### src/rtl/cmp_sweep_driver.sv
// Self-test sweep driver for the WIDTH-bit comparator: walks every input word, checks the fed-back
// response against EXPECT_MASK. Optional macro SWEEP_STOP_ON_ERR_EN ends the sweep at the first mismatch.
module cmp_sweep_driver #(
    parameter int unsigned                WIDTH       = 4,
    parameter int unsigned                HOLD        = 5,
    parameter logic [(1 << WIDTH) - 1:0]  EXPECT_MASK = '0
) (
    input  logic             clk,
    input  logic             rst,
    input  logic             start,
    output logic [WIDTH-1:0] out_word,
    input  logic             in_result,
    output logic             busy,
    output logic             done,
    output logic             pass,
    output logic [WIDTH:0]   err_count,
    output logic             first_err_valid,
    output logic [WIDTH-1:0] first_err_word
);

    localparam int unsigned NWORDS = 1 << WIDTH;
    localparam int unsigned HW     = (HOLD > 1) ? $clog2(HOLD) : 1;
    localparam logic [WIDTH:0] LAST_W = (WIDTH + 1)'(NWORDS - 1);
    localparam logic [HW-1:0]  LAST_H = HW'(HOLD - 1);

    typedef enum logic [1:0] {IDLE, DRIVE, FINISH} state_t;

    state_t          state;
    logic [WIDTH:0]  w;
    logic [HW-1:0]   h;
    logic            mismatch_c;
    logic            stop_c;
    logic [WIDTH:0]  err_next_c;

    // The response is only judged on the last hold cycle, after the comparator has settled.
    assign mismatch_c = (h == LAST_H) && (in_result != EXPECT_MASK[w[WIDTH-1:0]]);
    assign err_next_c = err_count + (WIDTH + 1)'(mismatch_c);

`ifdef SWEEP_STOP_ON_ERR_EN
    assign stop_c = (w == LAST_W) || mismatch_c;
`else
    assign stop_c = (w == LAST_W);
`endif

    assign out_word = w[WIDTH-1:0];

    always_ff @(posedge clk) begin
        if (rst) begin
            state           <= IDLE;
            w               <= '0;
            h               <= '0;
            busy            <= 1'b0;
            done            <= 1'b0;
            pass            <= 1'b0;
            err_count       <= '0;
            first_err_valid <= 1'b0;
            first_err_word  <= '0;
        end else begin
            done <= 1'b0;
            case (state)
                IDLE: begin
                    w <= '0;
                    h <= '0;
                    if (start) begin
                        state           <= DRIVE;
                        busy            <= 1'b1;
                        pass            <= 1'b0;
                        err_count       <= '0;
                        first_err_valid <= 1'b0;
                        first_err_word  <= '0;
                    end
                end
                DRIVE: begin
                    if (h == LAST_H) begin
                        h <= '0;
                        if (mismatch_c) begin
                            err_count <= err_next_c;
                            if (!first_err_valid) begin
                                first_err_valid <= 1'b1;
                                first_err_word  <= w[WIDTH-1:0];
                            end
                        end
                        // Leaving DRIVE: the final sample is already folded into err_next_c.
                        if (stop_c) begin
                            state <= FINISH;
                            busy  <= 1'b0;
                            done  <= 1'b1;
                            pass  <= (err_next_c == '0);
                        end else begin
                            w <= w + (WIDTH + 1)'(1);
                        end
                    end else begin
                        h <= h + HW'(1);
                    end
                end
                FINISH: begin
                    state <= IDLE;
                    w     <= '0;
                    h     <= '0;
                end
                default: begin
                    state <= IDLE;
                    busy  <= 1'b0;
                end
            endcase
        end
    end

endmodule

### config.mk
export PLATFORM = sky130hd
export DESIGN_NAME = cmp_sweep_driver
export DESIGN_NICKNAME = d
export VERILOG_FILES = /design/src/rtl/cmp_sweep_driver.sv
export SDC_FILE = /design/constraint.sdc
export NUM_CORES = 1
export LEC_CHECK = 0
export BUFFER_PORTS_ARGS = -buffer_cell sky130_fd_sc_hd__buf_2
export CELL_PAD_IN_SITES_DETAIL_PLACEMENT = 0
export CELL_PAD_IN_SITES_GLOBAL_PLACEMENT = 1
export CORE_AREA = 10 10 78 80
export DETAILED_ROUTE_END_ITERATION = 7
export DIE_AREA = 0 0 88 90
export GPL_TIMING_DRIVEN = 0
export PLACE_DENSITY_LB_ADDON = 0.1
export REMOVE_ABC_BUFFERS = 1
export SLEW_MARGIN = 25
export SYNTH_ARGS = -nofsm -noshare
export SYNTH_HDL_FRONTEND = slang
export SYNTH_SLANG_ARGS = --single-unit
### constraint.sdc
create_clock -name clk -period 2.5 [get_ports clk]
set_input_delay 0.25 -clock clk [delete_from_list [all_inputs] [get_ports clk]]
set_output_delay 0.25 -clock clk [all_outputs]
set_load 0.02 [all_outputs]
==> results.py, run 1 <==
metrics = {
    "floorplanning": {
        "die_width_um": 88,
        "dieArea_um2": 7920,
        "coreArea_um2": 4600,
        "initial_core_util_pct": 26.7,
        "ioPinCount": 21,
        "rows": 25,
        "die-height_um": 90,
    },
    "setup_path": {
        "crit_type": "flip-flop to flip-flop",
        "arrival_ps": 2310,
        "worstPathCellList": "inv_1 > ha_1 > and3_1 > ha_1 > ha_1 > or3_1 > a311oi_1",
        "ff2ff_setup_slack_ps": 370,
        "startpoint_type": "flip-flop",
        "path_common_cell": "ha_1",
        "cp.required_ps": 2680,
        "cpPeakStageDelay_ps": 370,
        "cp_max_fo": 10,
        "crit_path_end_kind": "flip-flop",
        "crit_slowest_cell": "dfxtp_1",
    },
    "timing": {
        "setup_viol": 0,
        "timing.fmax_mhz": 470,
        "tightest_slew_ps": 613,
        "max_slew_margin_pct": 59.1,
        "timing.setup.tns_ps": 0,
        "finClkSkew_ps": 9.21,
        "rsz0062_at_grt": "false",
        "fin_crit_ps": 2130,
        "maxSlewViolCount": 0,
        "finalHoldViolCount": 0,
        "final.period_utilization_pct": 85.0,
    },
    "worst_hold_path": {
        "hp-class": "input pin to flip-flop",
    },
    "grt": {
        "grt_pass1_vias": 1042,
        "grt_start_max_net_pins": 21,
        "grt_util_all_layers_pct": 7.39,
        "grt_pass1_wl_mm": 4.90,
        "grt_overflow": 0,
        "antenna_found_initial": 0,
    },
    "route": {
        "vias": 990,
        "routedWlPerCell_um": 14.1,
        "post_drt_via_cell_ratio": 4.93,
        "first_iter_violations": 40,
        "wl_mm": 2.83,
        "ant_nets": 0,
        "drc": 0,
        "first_pass_iters": 4,
    },
    "job": {
        "max_cap_violations": 0,
    },
    "final_layout": {
        "fillCellCount": 510,
        "drive_gt1_share_pct": 17.7,
        "fin_util_pct": 29.6,
        "nets": 158,
        "fin_cells": 201,
        "num_antenna_cells": 0,
        "area_growth_pct": 10.7,
    },
    "place": {
        "port_buffers": 20,
        "dp.cells": 197,
        "hpwlAfterDp_mm": 2.09,
        "gp_congestion": 0.691,
    },
    "clocking": {
        "htreeDepth": 1,
        "postCtsSetupBuffers": 0,
        "cts_resized": 0,
        "cts-root-buf": "clkbuf_8",
        "cts.sinks": 23,
        "clockBufferDepth": 2,
        "holdBufCountCts": 0,
        "cts_tree": "built",
        "clk_latency_ps": 260,
        "clk_pin_slew_ps": 90,
        "cts_buffers": 3,
    },
    "synthesis": {
        "synthCells": 135,
        "syn_area_um2": 1230,
        "ys_seq_area_share_pct": 37.5,
        "syn_avg_cell_area_um2": 9.10,
        "synth_seq_cells": 23,
        "ys_warn_count": 0,
        "ys_types": 36,
    },
    "pwr": {
        "p_leak_nw": 0.534,
        "powerDensity_nw_per_um2": 474,
        "vdd_ir_drop_max_uv": 281,
    },
    "run_status": {
        "status": "finished clean",
    },
}
through the flow:
| stage | power, W | area, µm² | hold slack, ps | setup slack (ps) |
|---|---|---|---|---|
| 2_1_floorplan | 0.000406 | 1150 | 319 | 543 |
| 3_3_place_gp | 0.000422 | 1320 | 468 | 349 |
| 3_5_place_dp | 0.000422 | 1320 | 472 | 357 |
| 4_1_cts | 0.000660 | 1360 | 325 | 346 |
| 5_1_grt | 0.000675 | 1360 | 342 | 185 |
| 6_report | 0.000645 | 1360 | 328 | 374 |
kinds of logic (layout without fill, tap and decap cells):
| logic type | count (synthesis) | in the layout | synth area share (%) |
|---|---|---|---|
| xor+xnor | 4 | 4 | 2.85 |
| buf+inv | 17 | 29 | 8.15 |
| fa+ha+maj | 6 | 6 | 6.11 |
| compound gates | 32 | 32 | 16.2 |
| mux | 1 | 1 | 0.815 |
| simple gates | 52 | 52 | 28.4 |
| flops | 23 | 23 | 37.5 |
Yosys cell counts:
| cell type | count | area [µm²] |
|---|---|---|
| dfxtp_1 | 23 | 460 |
| a21oi_1 | 13 | 65.1 |
| nand2b_1 | 8 | 50.1 |
| nor2_1 | 7 | 26.3 |
| o21ai_0 | 7 | 35.0 |
| ha_1 | 6 | 75.1 |
| buf_4 | 5 | 37.5 |
| inv_1 | 5 | 18.8 |
| nand3b_1 | 5 | 37.5 |
| o311ai_0 | 4 | 35.0 |
| or4_1 | 4 | 30.0 |
| xnor2_1 | 4 | 35.0 |
| clkbuf_1 | 3 | 11.3 |
| nand2_1 | 3 | 11.3 |
| nand3_1 | 3 | 15.0 |
| nand4_1 | 3 | 18.8 |
| or3_1 | 3 | 18.8 |
| a211oi_1 | 2 | 15.0 |
| and2_1 | 2 | 12.5 |
| and3_1 | 2 | 12.5 |
| and4b_1 | 2 | 20.0 |
| buf_2 | 2 | 10.0 |
| buf_6 | 2 | 22.5 |
| nand4b_1 | 2 | 17.5 |
| nor2b_1 | 2 | 12.5 |
| nor3_1 | 2 | 10.0 |
| o2bb2ai_1 | 2 | 17.5 |
| a311oi_1 | 1 | 8.76 |
| a31oi_1 | 1 | 6.26 |
| and4bb_2 | 1 | 12.5 |
| mux2i_1 | 1 | 10.0 |
| nand4b_4 | 1 | 23.8 |
| nand4bb_1 | 1 | 11.3 |
| o21bai_1 | 1 | 7.51 |
| o32ai_1 | 1 | 8.76 |
| or3b_2 | 1 | 8.76 |
worst max-delay path, delay by kind of cell (launching register included):
family / cells / cell delay, ps
buffers and inverters: 1 / 60
DFF: 1 / 370
AOI/OAI and AO/OA: 1 / 260
adders and majority gates: 3 / 760
and+or+nand+nor: 2 / 600
layout by cell type, fill, tap and decap left out, drive strengths merged, types with 2 or more instances in the layout:
master,instances
nand2b,8
and4b,2
a21oi,13
o21ai,7
xnor2,4
nand3b,5
nand4b,3
and3,2
nor3,2
and2,2
clkbuf,4
or4,4
ha,6
nor2,7
dfxtp,23
or3,3
nand2,3
nor2b,2
nand3,3
nand4,3
o311ai,4
buf,20
o2bb2ai,2
a211oi,2
inv,5
sequential cells by signal, summed over array words and instances (netlist names):
| name | cells |
|---|---|
| done | 1 |
| first_err_word | 4 |
| first_err_valid | 1 |
| err_count | 5 |
| w | 5 |
| state | 2 |
| busy | 1 |
| pass | 1 |
| h | 3 |
power breakdown:
part           total (W)  switching [W]  leakage (nW)  internal [W]
logic          0.0000364      0.0000233         0.325     0.0000130
registers       0.000376     0.00000655         0.186      0.000370
clock network   0.000232       0.000118        0.0228      0.000114
total           0.000645       0.000148         0.534      0.000497
path summary, 6_finish.rpt:
check / start / cells after the start / to
worst min register to register: pass / 2 / pass
worst max-delay path: h[0] / 7 / err_count[2]
worst max register to register: h[0] / 7 / err_count[2]
worst min-delay path: in_result / 3 / err_count[1]
cell type report:
class	count	area (µm²)	area share, %
multi-input combinational	95	668	49.1
sequential	23	460	33.9
timing repair buffer	20	100	7.36
tap	54	67.6	4.97
clock buffer	4	45.0	3.31
inverter	5	18.8	1.38
layer usage:
metal	vias to the layer above	wire length (µm)	track usage, %
li1	517	-	-
met5	-	0	0
met4	0	0	1.60
met1	462	1350	8.78
met2	11	1330	12.1
met3	0	142	2.89
(Power assumes the default switching activity.)
==> inputs of run 2 (changes only) <==
--- a/config.mk
+++ b/config.mk
@@ -8,9 +8,9 @@
 export BUFFER_PORTS_ARGS = -buffer_cell sky130_fd_sc_hd__buf_2
 export CELL_PAD_IN_SITES_DETAIL_PLACEMENT = 0
 export CELL_PAD_IN_SITES_GLOBAL_PLACEMENT = 1
-export CORE_AREA = 10 10 78 80
+export CORE_AREA = 10 10 69 71
 export DETAILED_ROUTE_END_ITERATION = 7
-export DIE_AREA = 0 0 88 90
+export DIE_AREA = 0 0 79 81
 export GPL_TIMING_DRIVEN = 0
 export PLACE_DENSITY_LB_ADDON = 0.1
 export REMOVE_ABC_BUFFERS = 1
==> constraint.sdc (replaced) <==
create_clock -name clk -period 1.7 [get_ports clk]
set_input_delay 0.17 -clock clk [delete_from_list [all_inputs] [get_ports clk]]
set_output_delay 0.17 -clock clk [all_outputs]
set_load 0.02 [all_outputs]
==> run 2 against run 1 <==
Net effect:
- utilization increased by 14 points
- final area increased by 12%
- die area decreased by 19%
- power increased by 36%
- combinational power increased by 74%
- first-iteration DRC count increased by 40%
- routed wire length increased by 1.5%
- sequential share of layout area decreased by 2.7 points
- highest routed layer is now met4
==> results.py, run 2 (synthesized netlist as in run 1, its figures left out) <==
metrics = {
    "grt": {
        "antenna_found_initial": 0,
        "grt_util_all_layers_pct": 9.48,
        "grt.busiest_layer": "met2",
        "grt_use_met1_pct": 11.3,
        "use_met2_pct": 16.0,
        "met3_usage_pct": 2.76,
        "grt_start_max_net_pins": 21,
        "grt_pass1_vias": 1032,
        "grt_overflow": 0,
        "grt_pass1_wl_mm": 4.97,
    },
    "pwr": {
        "swShare_pct": 25.5,
        "powerDensity_nw_per_um2": 579,
        "pwr-share-comb_pct": 7.2,
        "clockPowerShare_pct": 30.0,
        "fin_total_pwr_w": 0.000879,
        "pwr-share-seq_pct": 62.8,
        "switching_power_w": 0.000224,
        "p_int_w": 0.000655,
        "vdd_ir_drop_max_uv": 227,
        "p_leak_nw": 0.562,
    },
    "setup_path": {
        "startpoint_type": "flip-flop",
        "cp_max_fo": 4,
        "cp.required_ps": 1930,
        "arrival_ps": 1900,
        "cpPeakStageDelay_ps": 360,
        "crit_slowest_cell": "dfxtp_2",
        "path_common_cell": "ha_4",
        "crit_path_end_kind": "flip-flop",
        "worstPathCellList": "inv_2 > ha_4 > and3_4 > ha_4 > ha_4 > or3_1 > a311oi_1",
        "crit_type": "flip-flop to flip-flop",
    },
    "place": {
        "gp_congestion": 0.743,
        "dp_slack_ps": -421,
        "hpwlAfterDp_mm": 1.95,
        "port_buffers": 20,
    },
    "floorplanning": {
        "coreArea_um2": 3520,
        "die-height_um": 81,
        "dieArea_um2": 6400,
        "die_width_um": 79,
        "rows": 22,
        "initial_core_util_pct": 34.9,
        "ioPinCount": 21,
    },
    "timing": {
        "fin_ws_ps": 28.3,
        "rsz0062_at_grt": "true",
        "timing.fmax_mhz": 598,
        "maxSlewViolCount": 0,
        "finalHoldViolCount": 0,
        "max_slew_margin_pct": 61.4,
        "tightest_slew_ps": 578,
        "setup_viol": 0,
        "finClkSkew_ps": 7.27,
        "fin_crit_ps": 1670,
        "final.period_utilization_pct": 98.3,
    },
    "route": {
        "ant_nets": 0,
        "first_iter_violations": 56,
        "first_pass_iters": 4,
        "wl_mm": 2.87,
        "post_drt_via_cell_ratio": 5.13,
        "vias": 1031,
        "routedWlPerCell_um": 14.3,
        "drc": 0,
    },
    "final_layout": {
        "reg.largest.list": "err_count: 5 flops, w: 5 flops, first_err_word: 4 flops",
        "drive_gt1_share_pct": 35.9,
        "final_cell_mix": "buf_2 (20), dfxtp_1 (17), a21oi_1 (12)",
        "multi_input_area_um2": 795,
        "fillCellCount": 399,
        "fin_util_pct": 43.1,
        "num_antenna_cells": 0,
        "area_growth_pct": 23.6,
        "nets": 164,
        "layout_commonest_cell": "buf_2",
        "seq_area_um2": 473,
    },
    "clocking": {
        "htreeDepth": 1,
        "cts-root-buf": "clkbuf_4",
        "clockBufferDepth": 2,
        "cts.sinks": 23,
        "cts_buffers": 3,
        "cts_tree": "built",
        "clk_latency_ps": 310,
        "holdBufCountCts": 0,
        "clk_pin_slew_ps": 140,
    },
    "job": {
        "max_cap_violations": 0,
    },
    "worst_hold_path": {
        "hp-class": "input pin to flip-flop",
    },
    "run_status": {
        "status": "finished clean",
    },
}
## run 2: routing by layer
| metal | wire length (µm) | up-vias | share of wire, % |
|---|---|---|---|
| met4 | 19 | 0 | 0.66 |
| li1 | - | 527 | - |
| met3 | 119 | 2 | 4.1 |
| met1 | 1240 | 492 | 43 |
| met5 | 0 | - | 0 |
| met2 | 1490 | 10 | 52 |
## run 2: per-stage QoR
step                      setup TNS (ps)  hold slack, ps  instances  cell area [µm²]
after detailed placement           -1360             477        191             1310
final                                  0             194        201             1520
after global placement             -1280             469        191             1310
after global routing               -13.2             210        201             1520
after CTS                              0             182        201             1440
after floorplan                     -512             239        123             1150
## run 2: power by group through the flow
stage	logic [W]	registers (W)	clock network [W]
2_1_floorplan	0.0000299	0.000567	0
5_1_grt	0.0000720	0.000554	0.000300
3_5_place_dp	0.0000548	0.000567	0
6_report	0.0000634	0.000552	0.000264
4_1_cts	0.0000632	0.000553	0.000281
3_3_place_gp	0.0000541	0.000566	0
## run 2: final timing paths
kind,start,end,slack [ps],cells past startpoint
worst max-delay path,h[0],err_count[2],30,7
worst min-delay path,in_result,err_count[1],190,3
worst max register to register,h[0],err_count[2],30,7
worst min register to register,pass,pass,500,2
## run 2: repair_timing
item / CTS / global route
hold endpoints to repair: 0 / 0
pin swaps: 5 / 4
setup endpoints to repair: 11 / 11
buffers inserted: 6 / 0
resized for setup: 14 / 17
## run 2: area by class of cell
| class | instances | area share (%) |
|---|---|---|
| multi-input combinational | 95 | 52.3 |
| sequential | 23 | 31.1 |
| timing repair buffer | 26 | 9.56 |
| tap | 48 | 3.95 |
| clock buffer | 3 | 1.48 |
| inverter | 5 | 1.24 |
| clock inverter | 1 | 0.329 |
## run 2: critical path, delay by kind of cell, from the launching register on
kind	cells	cell delay, ps
buffers and inverters	1	50
flip-flops	1	360
AO/OA/AOI/OAI	1	200
adder cells (fa/ha/maj)	3	490
AND/OR/NAND/NOR	2	490
==> inputs of run 3 (changes only) <==
--- a/config.mk
+++ b/config.mk
@@ -5,12 +5,14 @@
 export SDC_FILE = /design/constraint.sdc
 export NUM_CORES = 1
 export LEC_CHECK = 0
+export ABC_AREA = 1
 export BUFFER_PORTS_ARGS = -buffer_cell sky130_fd_sc_hd__buf_2
 export CELL_PAD_IN_SITES_DETAIL_PLACEMENT = 0
 export CELL_PAD_IN_SITES_GLOBAL_PLACEMENT = 1
-export CORE_AREA = 10 10 69 71
+export CORE_AREA = 10 10 71 73
+export CTS_CLUSTER_SIZE = 25
 export DETAILED_ROUTE_END_ITERATION = 7
-export DIE_AREA = 0 0 79 81
+export DIE_AREA = 0 0 81 83
 export GPL_TIMING_DRIVEN = 0
 export PLACE_DENSITY_LB_ADDON = 0.1
 export REMOVE_ABC_BUFFERS = 1
==> run 3 against run 2 <==
Net effect:
- final area fell by 2.9%
- sequential power grew 4.0%
- power up 20%
- critical path type unchanged
- largest cell class unchanged
- largest power group unchanged
==> results.py, run 3 <==
metrics = {
    "run_status": {
        "status": "finished clean",
    },
    "route": {
        "ant_nets": 0,
        "first_pass_iters": 4,
        "first_iter_violations": 30,
        "routedWlPerCell_um": 11.5,
        "vias": 1062,
        "wl_mm": 2.76,
        "drc": 0,
        "post_drt_via_cell_ratio": 4.43,
    },
    "grt": {
        "grt_overflow": 0,
        "grt_util_all_layers_pct": 8.30,
        "grt_pass1_vias": 1012,
        "grt_start_max_net_pins": 16,
        "grt_pass1_wl_mm": 4.61,
        "antenna_found_initial": 0,
    },
    "timing": {
        "max_slew_margin_pct": 71.6,
        "finClkSkew_ps": 2.72,
        "fin_ws_ps": 127,
        "timing.fmax_mhz": 636,
        "finalHoldViolCount": 0,
        "tightest_slew_ps": 425,
        "maxSlewViolCount": 0,
        "worst_hold_slack_ps": 267,
        "fin_crit_ps": 1570,
        "setup_viol": 0,
        "final.period_utilization_pct": 92.5,
    },
    "setup_path": {
        "crit_slowest_cell": "dfxtp_2",
        "cp_max_fo": 3,
        "worstPathCellList": "inv_4 > ha_4 > nand3_4 > inv_2 > ha_4 > ha_4 > nand3_1 > nand2_1 > nand2_1 > nand2_1 > a21oi_1",
        "arrival_ps": 1760,
        "path_buf_inv": 2,
        "crit_path_end_kind": "flip-flop",
        "cp.required_ps": 1890,
        "crit_family": "adder cells",
        "crit_type": "flip-flop to flip-flop",
        "startpoint_type": "flip-flop",
        "cpPeakStageDelay_ps": 360,
    },
    "clocking": {
        "cts.sinks": 23,
        "postCtsSetupBuffers": 0,
        "cts_tree": "built",
        "clk_latency_ps": 260,
        "cts-root-buf": "clkbuf_8",
        "htreeDepth": 1,
        "clk_pin_slew_ps": 80,
        "clockBufferDepth": 2,
        "holdBufCountCts": 0,
        "cts_buffers": 3,
    },
    "synthesis": {
        "synth_seq_cells": 23,
        "yosysMostFrequentCell": "nand2_1",
        "ys_types": 25,
        "synth_top_area_share_pct": 36.9,
        "synthArstFlopShare_pct": 0,
        "synthCells": 174,
        "synth_ff_type": "dfxtp_1",
        "syn_area_um2": 1250,
        "yosys-top-cells-area": "dfxtp_1 (37%), nand2_1 (15%), inv_1 (6.3%)",
        "netlist_top_cells_count": "nand2_1 (50), dfxtp_1 (23), inv_1 (21)",
        "ys_seq_area_share_pct": 36.9,
        "yosys.area.top_type": "dfxtp_1",
        "ys_warn_count": 0,
        "synth_edf_count": 0,
        "syn_avg_cell_area_um2": 7.16,
    },
    "floorplanning": {
        "die_width_um": 81,
        "rows": 22,
        "ioPinCount": 21,
        "die-height_um": 83,
        "initial_core_util_pct": 34.3,
        "coreArea_um2": 3630,
        "dieArea_um2": 6720,
    },
    "pwr": {
        "p_leak_nw": 0.657,
        "switching_power_w": 0.000282,
        "vdd_ir_drop_max_uv": 298,
        "pwr-share-comb_pct": 14.6,
        "powerDensity_nw_per_um2": 717,
        "pwr-share-seq_pct": 54.3,
        "clockPowerShare_pct": 31.1,
        "fin_total_pwr_w": 0.00106,
        "p_int_w": 0.000775,
        "swShare_pct": 26.7,
    },
    "final_layout": {
        "final_cell_mix": "nand2_1 (50), dfxtp_1 (20), buf_2 (20)",
        "reg.largest.list": "err_count: 5 flops, w: 5 flops, first_err_word: 4 flops",
        "fin_util_pct": 40.6,
        "area_growth_pct": 18.4,
        "nets": 203,
        "layout_commonest_cell": "nand2_1",
        "drive_gt1_share_pct": 26.0,
        "num_antenna_cells": 0,
    },
    "place": {
        "port_buffers": 20,
        "gp_congestion": 0.792,
        "dp_slack_ps": -87.4,
        "hpwlAfterDp_mm": 2.13,
    },
    "job": {
        "max_cap_violations": 0,
    },
    "worst_hold_path": {
        "hp-class": "input pin to flip-flop",
    },
}
## run 3: cell types whose count changed in the layout (fill, tap and decap cells not counted), sizes merged, moves of 3 or more
cell / change
nand2b: -8
nor2: +16
a21oi: +3
nand3b: -5
o311ai: -4
nand3: +6
nand4b: -3
nand2: +51
inv: +18
buf: -6
or3: -3
or4: -4
## run 3: metal layers
metal	track usage [%]	part of all wire (%)
met5	0	0
met3	2.26	5.2
met2	13.0	48
met1	10.5	46
met4	2.82	0.54
## run 3: stage by stage
| step | cells | setup TNS [ps] | instance area, µm² |
|---|---|---|---|
| finish | 240 | 0 | 1480 |
| global route | 240 | -21.2 | 1480 |
| CTS | 240 | 0 | 1440 |
| detailed placement | 236 | -193 | 1360 |
| global placement | 236 | -181 | 1360 |
| floorplan | 168 | 0 | 1200 |
## run 3: worst min-delay path, delay by kind of cell
family,cells,cell delay (ps)
simple gates,2,160
buf+inv,1,100
compound gates,1,50
## run 3: cell families after synthesis
| group | Yosys count | share of synthesized area [%] |
|---|---|---|
| AND/OR/NAND/NOR | 91 | 34.3 |
| AO/OA/AOI/OAI | 22 | 10.0 |
| adder cells (fa/ha/maj) | 6 | 6.02 |
| buffers and inverters | 29 | 10.5 |
| flip-flops | 23 | 36.9 |
| XOR/XNOR | 3 | 2.11 |
## run 3: final timing paths
check	startpoint	endpoint	slack (ps)	cells past startpoint
min reg2reg	w[4]	w[4]	470	2
max reg2reg	h[0]	err_count[4]	130	11
max	h[0]	err_count[4]	130	11
min	start	first_err_valid	270	4
## run 3: repair_timing
action,in CTS,in global routing
pin swaps,1,0
gates resized for setup,7,11
setup endpoints to repair,3,9
## run 3: power by group through the flow
stage                     Combinational (W)  Sequential, W  Clock [W]
after floorplan                   0.0000925       0.000593          0
after global placement             0.000146       0.000583          0
after detailed placement           0.000147       0.000584          0
after CTS                          0.000154       0.000572   0.000353
after global routing               0.000174       0.000576   0.000369
final                              0.000155       0.000574   0.000329
## run 3: layout make-up
cell class	instances	area, µm²
timing repair buffer	20	100
inverter	23	88.8
fill	405	2160
clock buffer	4	45.0
sequential	23	464
tap	48	60.1
multi-input combinational	122	717
